### src/rtl/fetch_unit.sv
// fetch_unit: instruction-fetch stage owning the PC and the IF/ID register,
// with an instruction-memory handshake and stall/flush/redirect handling.
module fetch_unit #(
    parameter int                   WORD_SIZE = 16,
    parameter logic [WORD_SIZE-1:0] RESET_PC  = '0
) (
    input  logic                 clk,
    input  logic                 reset,
    input  logic                 pc_write,
    input  logic                 ir_write,
    input  logic                 stall_IFID,
    input  logic                 flush_IFID,
    input  logic                 redirect_valid,
    input  logic [WORD_SIZE-1:0] redirect_pc,
    output logic                 i_readM,
    output logic [WORD_SIZE-1:0] i_address,
    input  logic [WORD_SIZE-1:0] i_data,
    input  logic                 i_ready,
    output logic [WORD_SIZE-1:0] instr_IFID,
    output logic [WORD_SIZE-1:0] pc_plus1_IFID,
    output logic                 valid_IFID,
    output logic                 fetch_busy
);
    typedef enum logic [1:0] {IDLE, REQ, HOLD, SQUASH} state_t;

    state_t               state_q, state_d;
    logic [WORD_SIZE-1:0] pc_q, pc_d;
    logic [WORD_SIZE-1:0] buf_q, buf_d;
    logic [WORD_SIZE-1:0] target_q, target_d;
    logic [WORD_SIZE-1:0] instr_q, instr_d;
    logic [WORD_SIZE-1:0] pcp1_q, pcp1_d;
    logic                 valid_q, valid_d;
    logic                 accept, load, busy;
    logic [WORD_SIZE-1:0] pc_inc, load_word;

    assign accept    = ir_write & pc_write & !stall_IFID & !flush_IFID & !redirect_valid;
    assign pc_inc    = pc_q + WORD_SIZE'(1);
    assign load      = accept & (((state_q == REQ) & i_ready) | (state_q == HOLD));
    assign load_word = (state_q == HOLD) ? buf_q : i_data;

    always_ff @(posedge clk or posedge reset) begin
        if (reset) begin
            state_q  <= IDLE;
            pc_q     <= RESET_PC;
            buf_q    <= '0;
            target_q <= '0;
            instr_q  <= '0;
            pcp1_q   <= '0;
            valid_q  <= 1'b0;
        end else begin
            state_q  <= state_d;
            pc_q     <= pc_d;
            buf_q    <= buf_d;
            target_q <= target_d;
            instr_q  <= instr_d;
            pcp1_q   <= pcp1_d;
            valid_q  <= valid_d;
        end
    end

    // An outstanding request cannot be cancelled, so a redirect without a
    // response parks in SQUASH and the newest target wins.
    always_comb begin
        state_d  = state_q;
        pc_d     = pc_q;
        buf_d    = buf_q;
        target_d = target_q;
        case (state_q)
            IDLE: begin
                state_d = REQ;
                pc_d    = redirect_valid ? redirect_pc : pc_q;
            end
            REQ: begin
                if (redirect_valid) begin
                    if (i_ready) pc_d = redirect_pc;
                    else begin
                        target_d = redirect_pc;
                        state_d  = SQUASH;
                    end
                end else if (i_ready) begin
                    if (accept) pc_d = pc_inc;
                    else begin
                        buf_d   = i_data;
                        state_d = HOLD;
                    end
                end
            end
            HOLD: begin
                if (redirect_valid) begin
                    buf_d   = '0;
                    pc_d    = redirect_pc;
                    state_d = REQ;
                end else if (accept) begin
                    pc_d    = pc_inc;
                    state_d = REQ;
                end
            end
            SQUASH: begin
                target_d = redirect_valid ? redirect_pc : target_q;
                if (i_ready) begin
                    pc_d    = target_d;
                    state_d = REQ;
                end
            end
            default: state_d = IDLE;
        endcase
    end

    // When ID consumes (ir_write, no stall) but nothing arrives, a bubble is
    // inserted so the same instruction is never issued twice.
    always_comb begin
        instr_d = instr_q;
        pcp1_d  = pcp1_q;
        valid_d = valid_q;
        if (flush_IFID) valid_d = 1'b0;
        else if (load) begin
            instr_d = load_word;
            pcp1_d  = pc_inc;
            valid_d = 1'b1;
        end else if (ir_write & !stall_IFID) valid_d = 1'b0;
    end

    always_comb begin
        busy = (state_q == REQ) || (state_q == SQUASH);
    end

    assign i_readM       = busy;
    assign fetch_busy    = busy;
    assign i_address     = pc_q;
    assign instr_IFID    = instr_q;
    assign pc_plus1_IFID = pcp1_q;
    assign valid_IFID    = valid_q;
endmodule

### config.mk
export PLATFORM = sky130hd
export DESIGN_NAME = fetch_unit
export DESIGN_NICKNAME = d
export VERILOG_FILES = /design/src/rtl/fetch_unit.sv
export SDC_FILE = /design/constraint.sdc
export NUM_CORES = 1
export LEC_CHECK = 0
export ABC_AREA = 1
export CAP_MARGIN = 25
export CORE_MARGIN = 1
export CORE_UTILIZATION = 55
export CTS_CLUSTER_SIZE = 16
export DETAILED_ROUTE_END_ITERATION = 7
export PLACE_DENSITY = 0.84
export SETUP_SLACK_MARGIN = 0.15
export SYNTH_ARGS = -nofsm -noshare
export SYNTH_HDL_FRONTEND = slang
export SYNTH_SLANG_ARGS = --single-unit
### constraint.sdc
create_clock -name clk -period 6.6 [get_ports clk]
set_input_delay 1.32 -clock clk [delete_from_list [all_inputs] [get_ports clk]]
set_output_delay 1.32 -clock clk [all_outputs]
set_load 0.01 [all_outputs]
==> results.toml, run 1 <==
[outcome]
status = "finished, final reports clean"

[final_layout]
diodes = 0
syn2layout_area_growth_pct = 25.0
nets = 714
utilization = 0.726
drive_gt1_frac = 0.0951

[floorplanning]
die_x_um = 93.2
ioPinCount = 91
rows = 32
die_y_um = 93.2
start_util = 0.580
dieArea_sq_mm = 0.00869
coreArea_sq_mm = 0.00789

[worst_hold_path]
min_path_type = "reg -> reg"

[timing]
rsz0062_at_grt = "false"
worst_pin_slew_ns = 0.940
setup_tns_ns = 0
min_period_over_period = 0.546
finClkSkew_ns = 0.0132
fmax_mhz = 277
post-route-min-period_ns = 3.61
finalSetupViolations = 0
hold_ws_ns = 0.486
relSlewSlack = 0.374
maxSlewViolCount = 0
hold_viol = 0

[yosys]
syn_inst = 592
ys_types = 39
post_synth_instance_area_sq_mm = 0.00458
async_flop_share = 1.00
synth_edf_count = 0
synthesis.nets = 638
ys_seq_elements = 83
seq_area_frac_synth = 0.454
synth.avg_cell_area_sq_um = 7.73
synth_warnings = 0
synth_ff_type = "dfrtp_1"

[cts]
cts_made_buffers = 9
cts_hold_buf = 0
cts_sinks = 83
clockBufferDepth = 2
cts-root-buf = "clkbuf_8"
clk_latency_ns = 0.36
clkTransAtPathRegs_ns = 0.09
cts_tree = "done"
htree_num_levels = 3
cts_setup_buffers = 0
ctsResizeCount = 0

[drt]
drt_iter0_drc = 287
postRouteAntennaNets = 0
drc_errors = 0
top_layer = "met4"
wl_met3_um = 887
wl_um = 11700
drt-met1-wl_um = 5000
dr.pass1.iters = 6
vias_per_cell = 5.57
wl_per_cell_um = 15.1
vias = 4315
wl_met2_um = 5610

[global_routing]
grt_usage = 0.278
grt_overflow = 0
grt_pass1_wl_um = 18700
antenna_found_initial = 0
grt_max_degree = 84
grt_pass1_vias = 3875

[setup_path]
crit_family = "adder cells"
cp_max_fo = 19
endpoint_kind = "primary output"
crit_path_max_incr_delay_ns = 0.70
cp_num_buf_inv = 2
worstPathRequired_ns = 5.28
crit_chain = "ha_1 > nor2_1 > inv_1 > clkdlybuf4s50_1"
cp-start-kind = "register"
arrival_ns = 2.29
crit_slowest_cell = "ha_1"
crit_type = "reg -> out"

[pwr]
p_leak_nw = 2.68
power_density_mw_per_mm2 = 497
irDropWorstVdd_uv = 222

[place]
portBuffers = 90
place_congestion = 0.871
place_hpwl_um = 8080

[flow_run]
drv_cap = 0
==> worst paths after layout <==
path | slack, ns | startpoint | cells past startpoint | end
max reg2reg | 3.70 | state_q[0] | 8 | pc_plus1_IFID[13]
min reg2reg | 0.49 | pc_plus1_IFID[6] | 2 | pc_plus1_IFID[6]
max in group asynchronous | 4.78 | reset | 4 | pc_plus1_IFID[9]
min | 0.49 | pc_plus1_IFID[6] | 2 | pc_plus1_IFID[6]
min in group asynchronous | 1.24 | reset | 3 | valid_IFID
max | 2.99 | state_q[1] | 4 | fetch_busy
==> layout by cell type, fill, tap and decap left out, drive strengths merged, types with 5 or more instances in the layout <==
| cell | n |
|---|---|
| a21oi | 31 |
| a31oi | 22 |
| buf | 5 |
| clkbuf | 10 |
| clkdlybuf4s50 | 90 |
| dfrtp | 83 |
| ha | 6 |
| inv | 43 |
| nand2 | 213 |
| nand3 | 18 |
| nor2 | 49 |
| o21ai | 64 |
| o22a | 11 |
| xor2 | 5 |
==> kinds of logic (layout without fill, tap and decap cells) <==
logic type,count (synthesis),in the layout,share of synthesized area
adders and majority gates,6,6,0.0164
and+or+nand+nor,286,286,0.255
DFF,83,83,0.454
buffers and inverters,75,156,0.0793
xor gates and xnor gates,6,6,0.0115
AOI/OAI and AO/OA,136,136,0.184
==> state kept, by name, summed over array words and instances, names as in the netlist <==
signal / count
buf_q: 16
i_address: 16
instr_IFID: 16
pc_plus1_IFID: 16
target_q: 16
state_q: 2
valid_IFID: 1
==> worst min-delay path, cell delays in order (launching register included) <==
cell     delay [ns]
dfrtp_1        0.35
nand2_1        0.05
o21ai_0        0.06
==> synthesized netlist by cell type (6+ instances only) <==
master,instances,share of area
nand2_1,207,0.17
dfrtp_1,83,0.45
o21ai_0,41,0.045
nor2_1,40,0.033
inv_1,39,0.032
a21oi_1,30,0.033
a31oi_1,22,0.030
o21ai_2,18,0.034
nand3_1,17,0.019
buf_2,11,0.012
o22a_1,11,0.021
nor2_2,8,0.011
clkbuf_1,7,0.0057
buf_4,6,0.0098
ha_1,6,0.016
==> power breakdown <==
group / total, mW / internal (mW) / switching, mW
logic: 1.46 / 0.637 / 0.819
registers: 0.939 / 0.755 / 0.184
clock network: 0.447 / 0.252 / 0.195
total: 2.84 / 1.64 / 1.20
==> through the flow <==
step	area (sq um)	setup WS [ns]	instances	total power [mW]
floorplan	4580	3.14	592	1.84
global placement	5440	3.02	757	2.30
detailed placement	5440	2.96	757	2.37
CTS	5680	3.04	773	2.81
global route	5720	2.88	775	3.04
finish	5720	2.99	775	2.84
==> per-layer routing <==
metal  global-route usage  vias up
met4               0.0744        0
met1                0.389     2006
met3               0.0488       22
met2                0.447      205
li1                     -     2082
met5                    0        -
==> cell type report <==
class	instances	area (sq um)
fill	623	2160
multi-input combinational	434	2140
sequential	83	2080
timing repair buffer	95	966
inverter	45	173
clock buffer	10	128
tap	102	128
clock inverter	6	114
Power figures use the tool's default switching activity.
==> run 2: changes to the inputs <==
CORE_UTILIZATION = 47   (was 55)
PLACE_DENSITY = 0.77   (was 0.84)
clock period = 3.2 ns   (was 6.6 ns; I/O delays follow)
==> results.toml, run 2 (synthesis results as in run 1) <==
[outcome]
status = "finished, final reports clean"

[pwr]
p_sw_frac = 0.422
p_comb_frac = 0.515
irDropWorstVdd_uv = 425
p_int_mw = 3.33
p_switching_mw = 2.44
p_leak_nw = 2.68
power_density_mw_per_mm2 = 1000
power_frac_seq = 0.336
power_frac_clock = 0.149

[drt]
drt_iter0_drc = 269
vias_per_cell = 5.32
dr.pass1.iters = 5
postRouteAntennaNets = 0
drc_errors = 0
vias = 4280
wl_um = 11600
wl_per_cell_um = 14.4

[setup_path]
arrival_ns = 2.01
rr_startpoint = "state_q[0]"
crit_type = "reg -> out"
rr_endpoint = "i_address[1]"
worstPathRequired_ns = 2.56
startpoint = "state_q[0]"
reg2reg_slack_ns = 0.87
endpoint_kind = "primary output"
cp_max_fo = 7
reg2reg_depth = 6
cp-start-kind = "register"

[global_routing]
grt_pass1_wl_um = 19000
grt_pass1_vias = 3957
grt_usage = 0.240
grt_max_degree = 52
grt_overflow = 0
antenna_found_initial = 0

[cts]
cts_tree = "done"
cts_setup_buffers = 0
clkTransAtPathRegs_ns = 0.09
cts_hold_buf = 0
clockBufferDepth = 2
ctsResizeCount = 0
cts-root-buf = "clkbuf_8"
cts_made_buffers = 9
cts_sinks = 83
clk_latency_ns = 0.36
htree_num_levels = 3

[floorplanning]
start_util = 0.491
ioPinCount = 91
coreArea_sq_mm = 0.00933
die_x_um = 101
dieArea_sq_mm = 0.0101
die_y_um = 101
rows = 35

[timing]
maxSlewViolCount = 0
setup_tns_ns = 0
hold_viol = 0
relSlewSlack = 0.344
hold_ws_ns = 0.487
finClkSkew_ns = 0.00974
post-route-min-period_ns = 2.65
setup_slack_ns = 0.550
finalSetupViolations = 0
min_period_over_period = 0.828
rsz0062_at_grt = "false"
worst_pin_slew_ns = 0.984
fmax_mhz = 377

[final_layout]
nets = 717
fillCellCount = 836
final_common_cell = "nand2_1"
drive_gt1_frac = 0.0991
final_cells = 805
diodes = 0
syn2layout_area_growth_pct = 25.6
stdcell_area_sq_mm = 0.00575
most-common-layout-cells = "207 x nand2_1, 90 x clkdlybuf4s50_1, 83 x dfrtp_1"

[place]
post-place-cells = 789
place_hpwl_um = 8160
portBuffers = 90
place_congestion = 0.847
placed_area_sq_mm = 0.00552
pre_cts_slack_ns = 0.754

[worst_hold_path]
hold_path_end = "buf_q[3]"
worstHoldPathCells = 2
hp-start = "buf_q[3]"
min_path_type = "reg -> reg"

[flow_run]
drv_cap = 0
==> run 2: changes by cell type in the layout (fill, tap and decap cells not counted), sizes merged <==
cell / previous run / this run
inv: 43 / 44
bufinv: 3 / 2
clkbuf: 10 / 11
buf: 5 / 8
clkinvlp: 2 / 1
==> run 2: through the flow <==
stage | utilization | power, mW
final | 0.616 | 5.77
after global routing | 0.616 | 6.21
after CTS | 0.616 | 5.78
after detailed placement | 0.592 | 4.91
after global placement | 0.592 | 4.81
after floorplan | - | 3.80
==> run 2: area by class of cell <==
class | instances | area [sq um] | area share
tap | 129 | 161 | 0.0281
clock buffer | 11 | 141 | 0.0246
sequential | 83 | 2080 | 0.361
timing repair buffer | 98 | 973 | 0.169
multi-input combinational | 434 | 2140 | 0.372
inverter | 45 | 173 | 0.0300
clock inverter | 5 | 85.1 | 0.0148
==> run 2: how the worst max path moves through the flow <==
stage	to	slack [ns]	depth (start not counted)
floorplan	buf_q[0]	0.42	1
global placement	i_address[0]	0.84	9
detailed placement	instr_IFID[14]	0.75	9
CTS	fetch_busy	0.57	4
global route	fetch_busy	0.47	4
finish	fetch_busy	0.55	4
==> run 2: worst max-delay path: stages, from the launching register on <==
cell             delay [ns]
dfrtp_1                0.42
ha_1                   0.43
nor2_1                 0.10
inv_1                  0.14
clkdlybuf4s50_1        0.56
==> run 2: power by group through the flow <==
stage          combinational, mW  clock (mW)  sequential, mW
6_report                    2.97       0.860            1.94
5_1_grt                     3.30       0.917            1.99
4_1_cts                     2.97       0.874            1.93
3_5_place_dp                2.96           0            1.95
3_3_place_gp                2.88           0            1.93
2_1_floorplan               1.80           0            2.00
==> run 2: metal layers <==
| metal | vias to the layer above | global-route usage | share of wire |
|---|---|---|---|
| met5 | - | 0 | 0 |
| met4 | 0 | 0.0814 | 0.019 |
| met3 | 20 | 0.0430 | 0.068 |
| met2 | 153 | 0.401 | 0.47 |
| met1 | 2025 | 0.317 | 0.44 |
| li1 | 2082 | - | - |
